$ cat src/rtl/cmplx_pkg.sv
// Purpose: shared types and helpers for the packed complex datapath (multiplier, accumulator, benches).
// Latency: n/a (types, constants and a combinational helper only).
// Backpressure: n/a.
package cmplx_pkg;

    // FSM state encoding for the frame accumulator
    typedef logic [1:0] cmplx_state_t;
    localparam cmplx_state_t ST_IDLE  = 2'd0;
    localparam cmplx_state_t ST_ACCUM = 2'd1;
    localparam cmplx_state_t ST_HOLD  = 2'd2;

    // Default packed word width and its half width (one real or imag component)
    localparam int CMPLX_N      = 16;
    localparam int CMPLX_HALF_W = CMPLX_N / 2;

    // Widest packed word the helper below can unpack
    localparam int CMPLX_EXT_W = 64;

    // Pull the real (upper=1) or imag (upper=0) half out of a packed word of
    // 2*half_w bits and sign-extend it to CMPLX_EXT_W bits. Callers truncate
    // the result to whatever width they need.
    function automatic logic [CMPLX_EXT_W-1:0] cmplx_half_sext(
        input logic [CMPLX_EXT_W-1:0] word,
        input int                     half_w,
        input logic                   upper
    );
        logic [CMPLX_EXT_W-1:0] sh;
        logic [CMPLX_EXT_W-1:0] res;
        sh  = upper ? (word >> half_w) : word;
        res = '0;
        for (int i = 0; i < CMPLX_EXT_W; i++) begin
            res[i] = (i < half_w) ? sh[i] : sh[half_w-1];
        end
        return res;
    endfunction

endpackage

$ cat src/rtl/cmplx_acc_lane.sv
// Purpose: one signed ACC_W accumulator lane with add/load, overflow detect, optional clamp (CMPLX_ACC_SAT_EN) and clear.
// Latency: next value is combinational on 'sum'; the register updates on the clock edge of add_en.
// Backpressure: none; the parent decides when add_en is asserted.
module cmplx_acc_lane #(
    parameter int ACC_W = 16
) (
    input  logic             clk,
    input  logic             rst_n,
    input  logic             clr,
    input  logic             add_en,
    input  logic             load,
    input  logic [ACC_W:0]   sample,
    output logic [ACC_W-1:0] sum,
    output logic             ovf
);

    logic [ACC_W-1:0] acc;
    logic [ACC_W:0]   base;
    logic [ACC_W:0]   full;

    // One guard bit of headroom: the sum of two ACC_W-range values always fits
    // in ACC_W+1 bits, so overflow is just the top two bits disagreeing.
    always_comb begin
        base = load ? '0 : {acc[ACC_W-1], acc};
        full = base + sample;
        ovf  = full[ACC_W] ^ full[ACC_W-1];
`ifdef CMPLX_ACC_SAT_EN
        if (ovf) begin
            sum = full[ACC_W] ? {1'b1, {(ACC_W-1){1'b0}}} : {1'b0, {(ACC_W-1){1'b1}}};
        end else begin
            sum = full[ACC_W-1:0];
        end
`else
        sum = full[ACC_W-1:0];
`endif
    end

    // Accumulator register: clear has priority over an add in the same cycle
    always_ff @(posedge clk or negedge rst_n) begin
        if (!rst_n) begin
            acc <= '0;
        end else if (clr) begin
            acc <= '0;
        end else if (add_en) begin
            acc <= sum;
        end
    end

endmodule

$ cat src/rtl/cmplx_mac_accum.sv
// Purpose: accumulate LEN packed complex products {real, imag} into one complex sum per frame; CMPLX_ACC_SAT_EN selects clamping over wrap.
// Latency: out_valid rises 1 cycle after the final accept; one frame per LEN+1 cycles at best.
// Backpressure: in_ready drops while a result waits in HOLD; the result stays stable until out_ready.
module cmplx_mac_accum
    import cmplx_pkg::*;
#(
    parameter int N     = 2 * CMPLX_HALF_W,
    parameter int ACC_W = 16,
    parameter int LEN   = 8,
    parameter int CNT_W = $clog2(LEN + 1)
) (
    input  logic               clk,
    input  logic               rst_n,
    input  logic               clr,
    input  logic               in_valid,
    output logic               in_ready,
    input  logic [N-1:0]       in_data,
    output logic               out_valid,
    input  logic               out_ready,
    output logic [2*ACC_W-1:0] out_data,
    output logic               out_ovf
);

    localparam int   HALF_W  = N / 2;
    localparam logic LEN_ONE = (LEN == 1);

    generate
        if (ACC_W < HALF_W) begin : g_bad_acc_w
            $error("cmplx_mac_accum: ACC_W must be >= N/2");
        end
        if (LEN < 1) begin : g_bad_len
            $error("cmplx_mac_accum: LEN must be >= 1");
        end
    endgenerate

    cmplx_state_t     state;
    logic [CNT_W-1:0] cnt;
    logic             ovf;

    logic             accept;
    logic             last;
    logic             lane_clr;
    logic             lane_load;
    logic [ACC_W:0]   sample_r;
    logic [ACC_W:0]   sample_i;
    logic [ACC_W-1:0] sum_r;
    logic [ACC_W-1:0] sum_i;
    logic             ovf_r;
    logic             ovf_i;

    assign in_ready  = (state != ST_HOLD);
    assign accept    = in_valid && in_ready;
    assign last      = accept && ((state == ST_IDLE) ? LEN_ONE : (cnt == CNT_W'(LEN - 1)));
    assign lane_load = (state == ST_IDLE);
    // clr is ignored in HOLD so a pending result is never lost
    assign lane_clr  = (clr && in_ready) || (last && !clr);

    assign sample_r = (ACC_W+1)'(cmplx_half_sext(CMPLX_EXT_W'(in_data), HALF_W, 1'b1));
    assign sample_i = (ACC_W+1)'(cmplx_half_sext(CMPLX_EXT_W'(in_data), HALF_W, 1'b0));

    cmplx_acc_lane #(.ACC_W(ACC_W)) u_lane_r (
        .clk    (clk),
        .rst_n  (rst_n),
        .clr    (lane_clr),
        .add_en (accept),
        .load   (lane_load),
        .sample (sample_r),
        .sum    (sum_r),
        .ovf    (ovf_r)
    );

    cmplx_acc_lane #(.ACC_W(ACC_W)) u_lane_i (
        .clk    (clk),
        .rst_n  (rst_n),
        .clr    (lane_clr),
        .add_en (accept),
        .load   (lane_load),
        .sample (sample_i),
        .sum    (sum_i),
        .ovf    (ovf_i)
    );

    // Frame FSM, counter, sticky overflow and the registered result
    always_ff @(posedge clk or negedge rst_n) begin
        if (!rst_n) begin
            state     <= ST_IDLE;
            cnt       <= '0;
            ovf       <= 1'b0;
            out_valid <= 1'b0;
            out_data  <= '0;
            out_ovf   <= 1'b0;
        end else if (state == ST_HOLD) begin
            if (out_ready) begin
                out_valid <= 1'b0;
                state     <= ST_IDLE;
            end
        end else if (clr) begin
            state <= ST_IDLE;
            cnt   <= '0;
            ovf   <= 1'b0;
        end else if (accept) begin
            if (last) begin
                out_data  <= {sum_r, sum_i};
                out_ovf   <= ovf | ovf_r | ovf_i;
                out_valid <= 1'b1;
                cnt       <= '0;
                ovf       <= 1'b0;
                state     <= ST_HOLD;
            end else begin
                cnt   <= (state == ST_IDLE) ? CNT_W'(1) : cnt + CNT_W'(1);
                ovf   <= ovf | ovf_r | ovf_i;
                state <= ST_ACCUM;
            end
        end
    end

endmodule

$ cat config.mk
export PLATFORM = sky130hd
export DESIGN_NAME = cmplx_mac_accum
export DESIGN_NICKNAME = d
export VERILOG_FILES = /design/src/rtl/cmplx_pkg.sv /design/src/rtl/cmplx_acc_lane.sv /design/src/rtl/cmplx_mac_accum.sv
export SDC_FILE = /design/constraint.sdc
export NUM_CORES = 1
export LEC_CHECK = 0
export CORE_UTILIZATION = 56
export DETAILED_ROUTE_END_ITERATION = 8
export GPL_ROUTABILITY_DRIVEN = 0
export PLACE_DENSITY = 0.91
export SKIP_LAST_GASP = 1
export SYNTH_ARGS = -nofsm -noshare
export SYNTH_HDL_FRONTEND = slang
export SYNTH_SLANG_ARGS = --single-unit
$ cat constraint.sdc
create_clock -name clk -period 4.3 [get_ports clk]
set_input_delay 0.43 -clock clk [delete_from_list [all_inputs] [get_ports clk]]
set_output_delay 0.43 -clock clk [all_outputs]
set_load 0.01 [all_outputs]
==> flow_summary.toml <==
[layout]
nFillCells = 564
drive_gt1_frac = 0.08712
nNetsFinal = 579
final_core_util = 0.6988
syn2layout_area_growth_pct = 20.53
antenna_cells = 0
sequential_cell_area_sq_um = 1827
post_route_cell_area_sq_um = 5428
multiInputGateArea_sq_um = 2597

[synth]
synth_cell_types = 56
asyncSetResetFlopFracSynth = 1.000
synth_cells = 468
synthesis.yosys.warnings = 0
yosys_register_bits = 73
synth_sequential_area_ratio = 0.4057
postSynthNetCount = 524
synth_enable_flop_cells = 0
post_synth_instance_area_sq_um = 4503
synth_area_per_inst_sq_um = 9.622
synth_flop_cell = "sky130_fd_sc_hd__dfrtp_1"

[timing]
slew_headroom = 0.4923
min_period_over_period = 0.7451
timing.final.max_slew_violations = 0
clock-skew-final_ns = 0.007852
timing.final.crit_period_ns = 3.204
hold_slack_ns = 0.02225
final-setup-viol-count = 0
fmaxAchievable_mhz = 312.1
rsz0062_at_grt = "no"
timing_hold_violations_final = 0
totalNegativeSetupSlack_ns = 0
worst_pin_slew_ns = 0.7616

[hold_path]
worst_min_path_class = "in -> async"

[placed_design]
dp.final_hpwl_microns = 7356
port-buffer-count = 55
placement.cell_area_sq_um = 5161

[worst_setup_path]
startpoint_type = "flop"
cp_max_fo = 16
worstPathCellList = "nor2_2 -> buf_4 -> nor2b_1 -> fa_1 -> a211oi_1 -> nor2_1 -> o31ai_4 -> o21ai_2 -> a31oi_1 -> xnor2_1 -> mux2_2"
worst_path_largest_cell_delay_ns = 0.48
regToRegSetupSlack_ns = 1.10
worst_ep_arrival_time_ns = 3.44
class_of_the_most_critical_setup_path = "reg -> reg"
slowest_stage = "sky130_fd_sc_hd__dfrtp_1"
worst_endpoint_required_time_ns = 4.54
setup.worst_path.end_class = "flop"

[clock_network]
post_cts_buffers = 0
tritoncts = "yes"
clk_path_buf_depth = 2
clock_sinks = 73
cts_repair_resize_count = 0
holdBufCountCts = 0
cts_root_buffer = "sky130_fd_sc_hd__clkbuf_8"
cts-htree-levels = 3
clk-insertion-delay-late_ns = 0.36
cts_buffers = 9
cts.reportedPaths.clkPinSlew_ns = 0.08

[routing]
detail_route.drc_violations = 0
dr.pass1.iters = 6
drt_iter0_markers = 168
routed_wl_microns = 10540
drt-vias-per-instance = 5.963
detail-route-antenna-nets = 0
drt-wirelength-per-cell_microns = 16.73
vias = 3757

[global_routing]
grt_antenna_before_repair = 0
grt.total_usage = 0.2681
grt_pass1_wl_microns = 17860
first_global_vias = 3811
gr-total-overflow = 0
grt_start_max_net_pins = 53

[run]
max_cap_violations = 0

[floorplan]
row_count = 32
dieArea_sq_um = 8403
io_pins = 56
coreArea_sq_um = 7767
chipWidth_microns = 91.67
vert_die_dim_microns = 91.67
start_util = 0.5797

[power]
powerDensity_nw_per_um2 = 389.8
vdd_drop_max_v = 0.0001780
static-leakage-power_nw = 2.594

[status]
run_status = "complete, no violations"
## final cells by class
| class | instances | area share |
|---|---|---|
| well taps | 102 | 0.02351 |
| repair buffers | 62 | 0.1102 |
| inverters | 3 | 0.002075 |
| flip-flops and latches | 73 | 0.3366 |
| clock inverters | 7 | 0.02628 |
| multi-input cells | 374 | 0.4786 |
| clock buffers | 9 | 0.02282 |
## report_power, final
part	leakage [nW]	switching (mW)	internal (mW)	total [mW]
Sequential	0.994	0.0385	0.750	0.789
Combinational	1.47	0.352	0.264	0.616
Clock	0.133	0.266	0.445	0.711
## state kept, by name, summed over array words and instances, names as in the netlist
name          count
state             2
cnt               4
u_lane_r.acc     16
out_valid         1
out_data         32
out_ovf           1
ovf               1
u_lane_i.acc     16
## per-stage QoR
stage                     cells  total power [mW]  setup slack [ns]
after floorplan             468             1.244             1.185
after global placement      614             1.377             1.289
after detailed placement    614             1.403             1.162
after CTS                   630             2.117             1.085
after global routing        630             2.214            0.9151
final                       630             2.116             1.096
## cells in the final DEF (no fill, tap or decap), types with 2 or more instances in the layout
| cell | count |
|---|---|
| sky130_fd_sc_hd__a31oi_1 | 5 |
| sky130_fd_sc_hd__buf_4 | 7 |
| sky130_fd_sc_hd__inv_1 | 3 |
| sky130_fd_sc_hd__mux2_2 | 8 |
| sky130_fd_sc_hd__clkdlybuf4s50_1 | 54 |
| sky130_fd_sc_hd__a21oi_1 | 30 |
| sky130_fd_sc_hd__ha_1 | 33 |
| sky130_fd_sc_hd__o21a_1 | 10 |
| sky130_fd_sc_hd__bufinv_16 | 4 |
| sky130_fd_sc_hd__xor2_1 | 5 |
| sky130_fd_sc_hd__a211o_1 | 2 |
| sky130_fd_sc_hd__nand3_1 | 7 |
| sky130_fd_sc_hd__nor2_1 | 15 |
| sky130_fd_sc_hd__clkbuf_8 | 9 |
| sky130_fd_sc_hd__o21bai_1 | 3 |
| sky130_fd_sc_hd__clkinv_4 | 2 |
| sky130_fd_sc_hd__nor3_1 | 3 |
| sky130_fd_sc_hd__a22o_1 | 25 |
| sky130_fd_sc_hd__o211ai_1 | 2 |
| sky130_fd_sc_hd__and3_1 | 3 |
| sky130_fd_sc_hd__a21oi_2 | 3 |
| sky130_fd_sc_hd__o21ai_2 | 2 |
| sky130_fd_sc_hd__a21o_1 | 14 |
| sky130_fd_sc_hd__nand3b_1 | 4 |
| sky130_fd_sc_hd__o21ai_0 | 22 |
| sky130_fd_sc_hd__a41oi_2 | 2 |
| sky130_fd_sc_hd__nand2b_1 | 2 |
| sky130_fd_sc_hd__dfrtp_1 | 73 |
| sky130_fd_sc_hd__o21ai_1 | 2 |
| sky130_fd_sc_hd__a211oi_1 | 8 |
| sky130_fd_sc_hd__nand4_1 | 2 |
| sky130_fd_sc_hd__nand2_1 | 81 |
| sky130_fd_sc_hd__nor2b_1 | 34 |
| sky130_fd_sc_hd__xnor2_1 | 20 |
| sky130_fd_sc_hd__fa_1 | 2 |
## worst paths after layout
| kind | from | to | cells after the start |
|---|---|---|---|
| hold reg to reg | out_data[27] | out_data[27] | 2 |
| setup / recovery | state[0] | out_data[14] | 11 |
| setup reg to reg | state[0] | out_data[14] | 11 |
| max in group asynchronous | rst_n | u_lane_r.acc[6] | 2 |
| hold / removal | rst_n | out_data[9] | 1 |
| min in group clk | out_data[27] | out_data[27] | 2 |
## layer usage
| layer | vias up | global-route usage | wire [microns] |
|---|---|---|---|
| met1 | 1824 | 0.3360 | 4557 |
| met3 | 18 | 0.05804 | 524 |
| met4 | 0 | 0.08730 | 193 |
| met2 | 114 | 0.4599 | 5267 |
| met5 | - | 0 | 0 |
| li1 | 1801 | - | - |
## worst max-delay path, delay by kind of cell, from the launching register on
kind | cells | cell delay (ns)
AO/OA/AOI/OAI | 4 | 0.83
AND/OR/NAND/NOR | 3 | 0.60
flip-flops | 1 | 0.48
adder cells (fa/ha/maj) | 1 | 0.46
buffers and inverters | 1 | 0.30
multiplexers | 1 | 0.28
XOR/XNOR | 1 | 0.13
## kinds of logic (layout without fill, tap and decap cells)
| logic type | Yosys count | in the layout | share of synthesized area |
|---|---|---|---|
| adders and majority gates | 35 | 35 | 0.1006 |
| xor gates and xnor gates | 25 | 25 | 0.04862 |
| and+or+nand+nor | 160 | 160 | 0.1692 |
| AOI/OAI and AO/OA | 146 | 146 | 0.2370 |
| muxes | 8 | 8 | 0.02001 |
| DFF | 73 | 73 | 0.4057 |
| buffers and inverters | 21 | 81 | 0.01889 |
## synthesized netlist by cell type, types with 3 or more instances
cell type / count / share of area
sky130_fd_sc_hd__ha_1: 33 / 0.092
sky130_fd_sc_hd__a21oi_2: 3 / 0.0058
sky130_fd_sc_hd__nand2_1: 81 / 0.068
sky130_fd_sc_hd__o21ai_0: 23 / 0.026
sky130_fd_sc_hd__inv_1: 3 / 0.0025
sky130_fd_sc_hd__nor2_1: 16 / 0.013
sky130_fd_sc_hd__o21bai_1: 3 / 0.0050
sky130_fd_sc_hd__o21a_1: 10 / 0.017
sky130_fd_sc_hd__buf_2: 5 / 0.0056
sky130_fd_sc_hd__a211oi_1: 8 / 0.013
sky130_fd_sc_hd__a22o_1: 25 / 0.049
sky130_fd_sc_hd__nor2b_1: 34 / 0.047
sky130_fd_sc_hd__nor3_1: 3 / 0.0033
sky130_fd_sc_hd__clkbuf_1: 13 / 0.011
sky130_fd_sc_hd__a21oi_1: 30 / 0.033
sky130_fd_sc_hd__nand3_1: 7 / 0.0078
sky130_fd_sc_hd__a31oi_1: 5 / 0.0069
sky130_fd_sc_hd__xor2_1: 5 / 0.0097
sky130_fd_sc_hd__and3_1: 3 / 0.0042
sky130_fd_sc_hd__xnor2_1: 20 / 0.039
sky130_fd_sc_hd__mux2_2: 8 / 0.020
sky130_fd_sc_hd__a21o_1: 14 / 0.023
sky130_fd_sc_hd__nand3b_1: 4 / 0.0067
sky130_fd_sc_hd__dfrtp_1: 73 / 0.41
Note: power is estimated with default switching activity, not from simulation.
